### src/rtl/alu_bist_pkg.sv
// Shared types and constants for the ALU BIST sequencer: opcodes, FSM states,
// vector geometry, MISR constants and the golden ALU function.
package alu_bist_pkg;

    localparam int DATA_W    = 4;
    localparam int VEC_COUNT = 1024;
    localparam int IDX_W     = 10;
    localparam int CNT_W     = 11;

    localparam logic [15:0] MISR_POLY = 16'h1021;
    localparam logic [15:0] MISR_SEED = 16'hFFFF;

    typedef enum logic [1:0] {
        OP_ADD = 2'd0,
        OP_SUB = 2'd1,
        OP_AND = 2'd2,
        OP_OR  = 2'd3
    } alu_op_e;

    typedef enum logic [2:0] {
        ST_IDLE,
        ST_DRIVE,
        ST_WAIT,
        ST_CHECK,
        ST_DONE
    } bist_state_e;

    // Returns {carry, result}; for SUB the carry is the borrow (a < b).
    function automatic logic [DATA_W:0] alu_ref(input alu_op_e op,
                                                input logic [DATA_W-1:0] a,
                                                input logic [DATA_W-1:0] b);
        logic [DATA_W:0] r;
        case (op)
            OP_ADD:  r = {1'b0, a} + {1'b0, b};
            OP_SUB:  r = {(a < b), a - b};
            OP_AND:  r = {1'b0, a & b};
            default: r = {1'b0, a | b};
        endcase
        return r;
    endfunction

endpackage

### src/rtl/alu_bist_misr.sv
// 16-bit multiple-input signature register used when ALU_BIST_MISR_EN is defined;
// clr loads the seed, en shifts and absorbs one data word.
module alu_bist_misr
    import alu_bist_pkg::*;
(
    input  logic        clk,
    input  logic        rst_n,
    input  logic        en,
    input  logic        clr,
    input  logic [15:0] data_in,
    output logic [15:0] sig
);

    always_ff @(posedge clk or negedge rst_n) begin
        if (!rst_n) begin
            sig <= '0;
        end else if (clr) begin
            sig <= MISR_SEED;
        end else if (en) begin
            sig <= {sig[14:0], 1'b0} ^ (sig[15] ? MISR_POLY : 16'h0000) ^ data_in;
        end
    end

endmodule

### src/rtl/alu_bist_seq.sv
// Exhaustive stimulus/check engine for the 4-bit ALU: sweeps all 1024 (op, A, B) vectors.
// Define ALU_BIST_MISR_EN to add the misr_sig signature output.
module alu_bist_seq
    import alu_bist_pkg::*;
#(
    parameter int SETTLE_CYCLES = 1
) (
    input  logic              clk,
    input  logic              rst_n,
    input  logic              ena,
    input  logic              start,
    input  logic [DATA_W-1:0] alu_result,
    input  logic              alu_carry,
    output logic [DATA_W-1:0] alu_a,
    output logic [DATA_W-1:0] alu_b,
    output logic [1:0]        alu_op,
    output logic              busy,
    output logic              done,
    output logic              pass,
    output logic [CNT_W-1:0]  err_cnt,
    output logic              first_fail_vld,
    output logic [IDX_W-1:0]  first_fail_idx
`ifdef ALU_BIST_MISR_EN
    ,
    output logic [15:0]       misr_sig
`endif
);

    localparam int WAIT_W = (SETTLE_CYCLES > 1) ? $clog2(SETTLE_CYCLES) : 1;

    bist_state_e       state, next_state;
    logic [IDX_W-1:0]  vec_idx;
    logic [WAIT_W-1:0] wait_cnt;
    logic              start_ok;
    logic              wait_last;
    logic              last_vec;
    logic              mismatch;
    logic [DATA_W:0]   golden;

    assign start_ok  = ena && start && (state == ST_IDLE || state == ST_DONE);
    assign wait_last = (wait_cnt == WAIT_W'(SETTLE_CYCLES - 1));
    assign last_vec  = (vec_idx == IDX_W'(VEC_COUNT - 1));
    assign golden    = alu_ref(alu_op_e'(alu_op), alu_a, alu_b);
    assign mismatch  = ({alu_carry, alu_result} != golden);

    assign busy = (state == ST_DRIVE) || (state == ST_WAIT) || (state == ST_CHECK);
    assign done = (state == ST_DONE);
    assign pass = done && (err_cnt == '0);

    always_ff @(posedge clk or negedge rst_n) begin
        if (!rst_n) begin
            state <= ST_IDLE;
        end else if (ena) begin
            state <= next_state;
        end
    end

    always_comb begin
        next_state = state;
        case (state)
            ST_IDLE,
            ST_DONE:  if (start_ok) next_state = ST_DRIVE;
            ST_DRIVE: next_state = ST_WAIT;
            ST_WAIT:  if (wait_last) next_state = ST_CHECK;
            ST_CHECK: next_state = last_vec ? ST_DONE : ST_DRIVE;
            default:  next_state = ST_IDLE;
        endcase
    end

    // Operands are decoded from the index so that A and B count down within each op.
    always_ff @(posedge clk or negedge rst_n) begin
        if (!rst_n) begin
            vec_idx        <= '0;
            wait_cnt       <= '0;
            alu_a          <= '0;
            alu_b          <= '0;
            alu_op         <= '0;
            err_cnt        <= '0;
            first_fail_vld <= 1'b0;
            first_fail_idx <= '0;
        end else if (ena) begin
            case (state)
                ST_IDLE,
                ST_DONE: begin
                    if (start_ok) begin
                        vec_idx        <= '0;
                        err_cnt        <= '0;
                        first_fail_vld <= 1'b0;
                        first_fail_idx <= '0;
                    end
                end
                ST_DRIVE: begin
                    alu_op   <= vec_idx[9:8];
                    alu_a    <= ~vec_idx[7:4];
                    alu_b    <= ~vec_idx[3:0];
                    wait_cnt <= '0;
                end
                ST_WAIT: begin
                    wait_cnt <= wait_cnt + 1'b1;
                end
                ST_CHECK: begin
                    if (mismatch) begin
                        err_cnt <= err_cnt + 1'b1;
                        if (!first_fail_vld) begin
                            first_fail_vld <= 1'b1;
                            first_fail_idx <= vec_idx;
                        end
                    end
                    if (!last_vec) vec_idx <= vec_idx + 1'b1;
                end
                default: begin
                end
            endcase
        end
    end

`ifdef ALU_BIST_MISR_EN
    alu_bist_misr u_misr (
        .clk     (clk),
        .rst_n   (rst_n),
        .en      (ena && (state == ST_CHECK)),
        .clr     (start_ok),
        .data_in ({11'b0, alu_carry, alu_result}),
        .sig     (misr_sig)
    );
`endif

endmodule

### config.mk
export PLATFORM = sky130hd
export DESIGN_NAME = alu_bist_seq
export DESIGN_NICKNAME = d
export VERILOG_FILES = /design/src/rtl/alu_bist_pkg.sv /design/src/rtl/alu_bist_misr.sv /design/src/rtl/alu_bist_seq.sv
export SDC_FILE = /design/constraint.sdc
export NUM_CORES = 1
export LEC_CHECK = 0
export CORE_AREA = 5 5 143 77
export DETAILED_ROUTE_END_ITERATION = 8
export DIE_AREA = 0 0 148 82
export DONT_BUFFER_PORTS = 1
export SLEW_MARGIN = 20
export SYNTH_ARGS = -nofsm -noshare
export SYNTH_HDL_FRONTEND = slang
export SYNTH_HIERARCHICAL = 1
export SYNTH_SLANG_ARGS = --single-unit
### constraint.sdc
create_clock -name clk -period 3.34 [get_ports clk]
set_input_delay 0.668 -clock clk [delete_from_list [all_inputs] [get_ports clk]]
set_output_delay 0.668 -clock clk [all_outputs]
set_load 0.01 [all_outputs]
Yosys cells after proc, flatten, opt, wreduce, memory -nomap -nowiden
Cells that the tools add are included.
Operators by class
  $add $sub $neg: 5
  magnitude comparators: 1
  equality and inequality tests: 13
  mux-type cells: 18
  bitwise logic cells: 4
  reduce and logical (&&, ||, !) cells: 18
Operators by type and width (number)
  10-bit 2-to-1 mux: 4
  10-bit case mux with 2 select lines: 2
  11-bit 2-to-1 mux: 2
  11-bit case mux with 2 select lines: 1
  5-bit case mux with 3 select lines: 1
  3-bit case mux with 4 select lines: 1
  11-bit by 1-bit adder with 11-bit output, second input constant: 1
  11-bit zero test: 1
  10-bit by 1-bit adder with 10-bit output, second input constant: 1
  10-bit == test, second input constant: 1
  2-bit != test, second input constant: 5
  3-bit 2-to-1 mux: 3
  4-bit inverter: 2
  4-bit AND reduction: 2
  3-bit by 2-bit == test with 1-bit output, second input constant: 2
  4-bit by 4-bit adder with 5-bit output: 1
  5-bit != test: 1
  5-bit AND reduction: 1
  4-bit AND: 1
  4-bit < comparator: 1
  4-bit bitwise OR: 1
  1-bit case mux with 2 select lines: 2
  2-bit AND reduction: 2
  2-bit nonzero test: 2
  other kinds (13): 18
Word-level totals
  register bits: 46
  input port bits: 9
  output and inout bits: 35
  word-level logic and storage cells: 68

Longest topological paths before layout
  depth in word-level cells: 5
  depth in mapped cells: 12
  gate-level depth less buffers: 11

Worst setup path before layout
Ideal clock, no wire load.
  path type: register to register
  start point: register alu_a[0]
  end point: register err_cnt[0]
  setup time: 125 ps
  arrival time: 2663 ps
  required time: 3215 ps
  setup slack: 552 ps
  stages on the path, launching flop included: 13
  path buffers: 1
  clock period less this slack: 2788 ps
  cells stage by stage: dfrtp_1 inv_1 ha_1 inv_1 fa_1 nor2_1 a21oi_1 mux2i_1 a2111oi_0 nand4b_1 o211a_4 buf_6 mux2_2
On the way
  cells in the longest elaborated chain, start to end: 5
  elaborated cells on any way between the ends: 9
  classes of those cells: add/sub: 2; order compare: 1; eq/ne: 2; mux: 1; bitwise: 2; reduce/logical: 1
RTL lines
  start: declaration: line alu_bist_seq.sv:14  | output logic [DATA_W-1:0] alu_a,
  start signal: assignment: line alu_bist_seq.sv:94  | alu_a <= ~vec_idx[7:4];
  4-bit subtractor, or another cell as far along: line alu_bist_pkg.sv:35  | OP_SUB: r = {(a < b), a - b};
  5-bit case mux with 3 select lines *: line alu_bist_pkg.sv:33  | case (op)
  5-bit != test *: line alu_bist_seq.sv:44  | assign mismatch = ({alu_carry, alu_result} != golden);
  2-bit != test (no line) *
  4-bit AND reduction (no line) *
  end signal: assignment: line alu_bist_seq.sv:103  | err_cnt <= err_cnt + 1'b1;
  end: declaration: line alu_bist_seq.sv:20  | output logic [CNT_W-1:0] err_cnt,
Mark *: on every way between the ends. The rest lies on a longest branch, timed or not.
A chain may end at the register's enable or synchronous reset.

Worst setup path after layout
  start point: register alu_a[0]
  end point: register first_fail_idx[3]
On the way
  cells in the longest elaborated chain, start to end: 5
  elaborated cells on any way between the ends: 9
  classes of those cells: add/sub: 2; order compare: 1; eq/ne: 2; mux: 1; bitwise: 2; reduce/logical: 1
RTL lines
  4-bit subtractor, or another cell as far along: line alu_bist_pkg.sv:35
  5-bit case mux with 3 select lines *: line alu_bist_pkg.sv:33
  5-bit != test *: line alu_bist_seq.sv:44
  2-bit != test (no line) *
  5-bit AND reduction (no line) *
  end signal: assignment: line alu_bist_seq.sv:106  | first_fail_idx <= vec_idx;
  end: declaration: line alu_bist_seq.sv:22  | output logic [IDX_W-1:0] first_fail_idx
Marks and branches as above.

==> impl_results.md <==
- Status: finished clean
- # H-tree levels: 2
- Max_slew headroom: 55.1%
- Final min period: 3000 ps
- Fill cells: 977
- Drt first-iter violations: 188
- Largest family of logic cells by synthesized area: compound AO/OA/AOI/OAI gates
- Vias: 2137
- Critical path arrival: 3230 ps
- Leak: 1.33 nW
- Input/output buffers: 0
- Post-DP HPWL: 5390 um
- Longest Clk Path Bufs: 2
- R2R depth: 12
- Synth Area in XOR/XNOR: 2.82%
- DP Area: 0.00289 sq mm
- Setup TNS: 0 ps
- Vias per inst: 5.17
- P&R area growth vs syn: 9.07%
- Cell Rows: 26
- FF+latch area: 0.00115 sq mm
- Vias in the first global route: 2007
- Pre-CTS setup slack: 238 ps
- Compound-Gate Fraction of Synth Area: 22.1%
- First-pass GRT wire length: 11600 um
- Share of layout cells above drive strength 1: 6.97%
- Synth warn: 6
- Die W: 148 um
- Post-synth EDFFs: 0
- Initial Util: 28.8%
- Top-level I/O count: 44
- Max rail drop VDD: 0.000270 V
- RSZ-0062 raised after global routing: no
- WL/cell: 17.1 um
- Largest net degree at the start of global routing: 47
- Main flop type after synthesis: dfrtp_1
- Syn Std Cell Area: 0.00280 sq mm
- Antenna cells: 0
- Multi-input combinational cell area: 0.00150 sq mm
- Post-route DRC: 0
- Clk_lat worst skew: 300 ps
- Initial antenna violation count: 0
- Final setup viols: 0
- Final worst setup slack: 343 ps
- Sequential area share after synthesis: 41.1%
- Ys async rst share: 100%
- Num CTS Buffers: 5
- Syn Inst Count: 291
- Core area: 0.00973 sq mm
- Simple-Gate Fraction of Synth Area: 17.6%
- Root Driver: clkbuf_16
- Max-slew violations: 0
- HP Class: input pin to async pin
- Finished Cell Area: 0.00305 sq mm
- GPL Wtd Cong: 0.838
- Post-synth cell types: 58
- Final WL: 7080 um
- Final nets: 312
- Worst path max stage delay: 470 ps
- CTS tree: built
- Crit-path slowest cell: fa_1
- Synthesized flop and latch total: 46
- Synth Area in Adders: 8.13%
- Syn_area_per_cell: 9.62 sq um
- Fin crit share: 89.7%
- Worst Tran Pin Value: 669 ps
- Cell Pwr Density: 855 mW/mm^2
- Clock Sinks: 46
- Max Fclk: 334 MHz
- Crit path max fanout: 11
- CP startpoint kind: register
- Multiplexer share of the synthesized area: 2.64%
- WS Path Type: register to register
- Die ar.: 0.0121 sq mm
- Data required time of the worst path: 3570 ps
- Total power: 2.61 mW
- Final core area utilization: 31.4%
- TritonRoute pass-1 iters: 4
- CP Cell Sequence: inv_1 > ha_1 > inv_1 > fa_1 > nor2_1 > a21oi_1 > mux2i_1 > a2111oi_0 > nand4b_1 > buf_4 > o221ai_4 > a32o_1
- DRT antenna net count: 0
- Reg clk slew, reported paths: 70 ps
- CP dominant cell by count: inv_1
- Die height: 82 um
- Setup Skew: 5.85 ps
- GRT Overall Usage: 12.4%
- Syn nets: 317
- Overflow after GRT: 0
- Final Hold Viols: 0
- Max-Cap Viols: 0
- Nature of the critical path endpoint: register
==> layout by cell type, fill, tap and decap left out, types with 7 or more instances in the layout <==
cell type / netlist / routed
dfrtp_1: 46 / 46
nor2_1: 19 / 19
inv_1: 20 / 20
nor2b_1: 7 / 7
a21oi_1: 14 / 14
ha_1: 15 / 15
nand2_1: 27 / 27
a32o_1: 10 / 10
a22o_1: 10 / 10
nand3_1: 9 / 9
o21ai_0: 19 / 19
==> worst paths after layout <==
check | end | slack (ps) | start
max | first_fail_idx[3] | 340 | alu_a[0]
min | err_cnt[6] | 70 | rst_n
max reg2reg | first_fail_idx[3] | 340 | alu_a[0]
min reg2reg | alu_b[2] | 570 | vec_idx[2]
max in group asynchronous | vec_idx[1] | 3170 | rst_n
min in group clk | state[1] | 470 | ena
==> where the power goes <==
group	switching (mW)	total, mW	internal [mW]
registers	0.236	0.913	0.677
clock network	0.223	0.519	0.297
logic	0.707	1.18	0.472
total	1.17	2.61	1.45
==> routing by layer <==
metal  vias up  GRT usage (%)  wire [um]
met5         -              0          0
met4         0           2.21         50
li1       1048              -          -
met3         4           6.17        679
met1      1028           17.4       3610
met2        57           17.0       2730
==> registers in the layout, indices dropped and copies added (netlist names) <==
register,flops
alu_op,2
first_fail_vld,1
vec_idx,10
err_cnt,11
alu_b,4
alu_a,4
state,3
wait_cnt,1
first_fail_idx,10
==> cells by family after synthesis <==
group | Yosys count
AO/OA/AOI/OAI | 84
XOR/XNOR | 9
adder cells (fa/ha/maj) | 17
buffers and inverters | 34
flip-flops | 46
multiplexers | 7
AND/OR/NAND/NOR | 94
==> per-stage QoR <==
stage,hold WS (ps),instances
floorplan,372,291
global placement,374,405
detailed placement,374,405
CTS,58.8,413
finish,65.0,413
global route,50.0,413
==> cell usage after synthesis (3+ instances only) <==
| master | count | share of area [%] |
|---|---|---|
| dfrtp_1 | 46 | 41 |
| nand2_1 | 27 | 3.6 |
| inv_1 | 20 | 2.7 |
| nor2_1 | 19 | 2.5 |
| o21ai_0 | 19 | 3.4 |
| ha_1 | 15 | 6.7 |
| a21oi_1 | 14 | 2.5 |
| a22o_1 | 10 | 3.1 |
| a32o_1 | 10 | 3.6 |
| nand3_1 | 9 | 1.6 |
| nor2b_1 | 7 | 1.6 |
| and3_1 | 5 | 1.1 |
| buf_2 | 5 | 0.89 |
| o221ai_1 | 5 | 1.6 |
| xnor2_1 | 5 | 1.6 |
| clkbuf_1 | 4 | 0.54 |
| mux2i_1 | 4 | 1.4 |
| nor3_1 | 4 | 0.71 |
| o211ai_1 | 4 | 1.1 |
| or3_1 | 4 | 0.89 |
| xor2_1 | 4 | 1.3 |
| and2_1 | 3 | 0.67 |
| mux2_2 | 3 | 1.2 |
| o22ai_1 | 3 | 0.67 |
==> critical path: cells and delay by family (launching register included) <==
| family | cells | cell delay (ps) |
|---|---|---|
| compound gates | 4 | 1060 |
| fa+ha+maj | 2 | 660 |
| buf+inv | 3 | 400 |
| flops | 1 | 450 |
| mux | 1 | 90 |
| simple gates | 2 | 250 |
==> cell type report <==
class	instances	area share (%)
clock buffers	6	4.55
clock inverters	2	0.410
inverters	20	2.46
multi-input cells	211	49.2
flip-flops and latches	46	37.7
well taps	126	5.16
repair buffers	2	0.492
==> timing repair <==
action	CTS	global route
resized for setup	0	1
hold buffers	0	0
endpoints found under the setup margin	0	10
setup buffers	0	0
(Power assumes the default switching activity.)
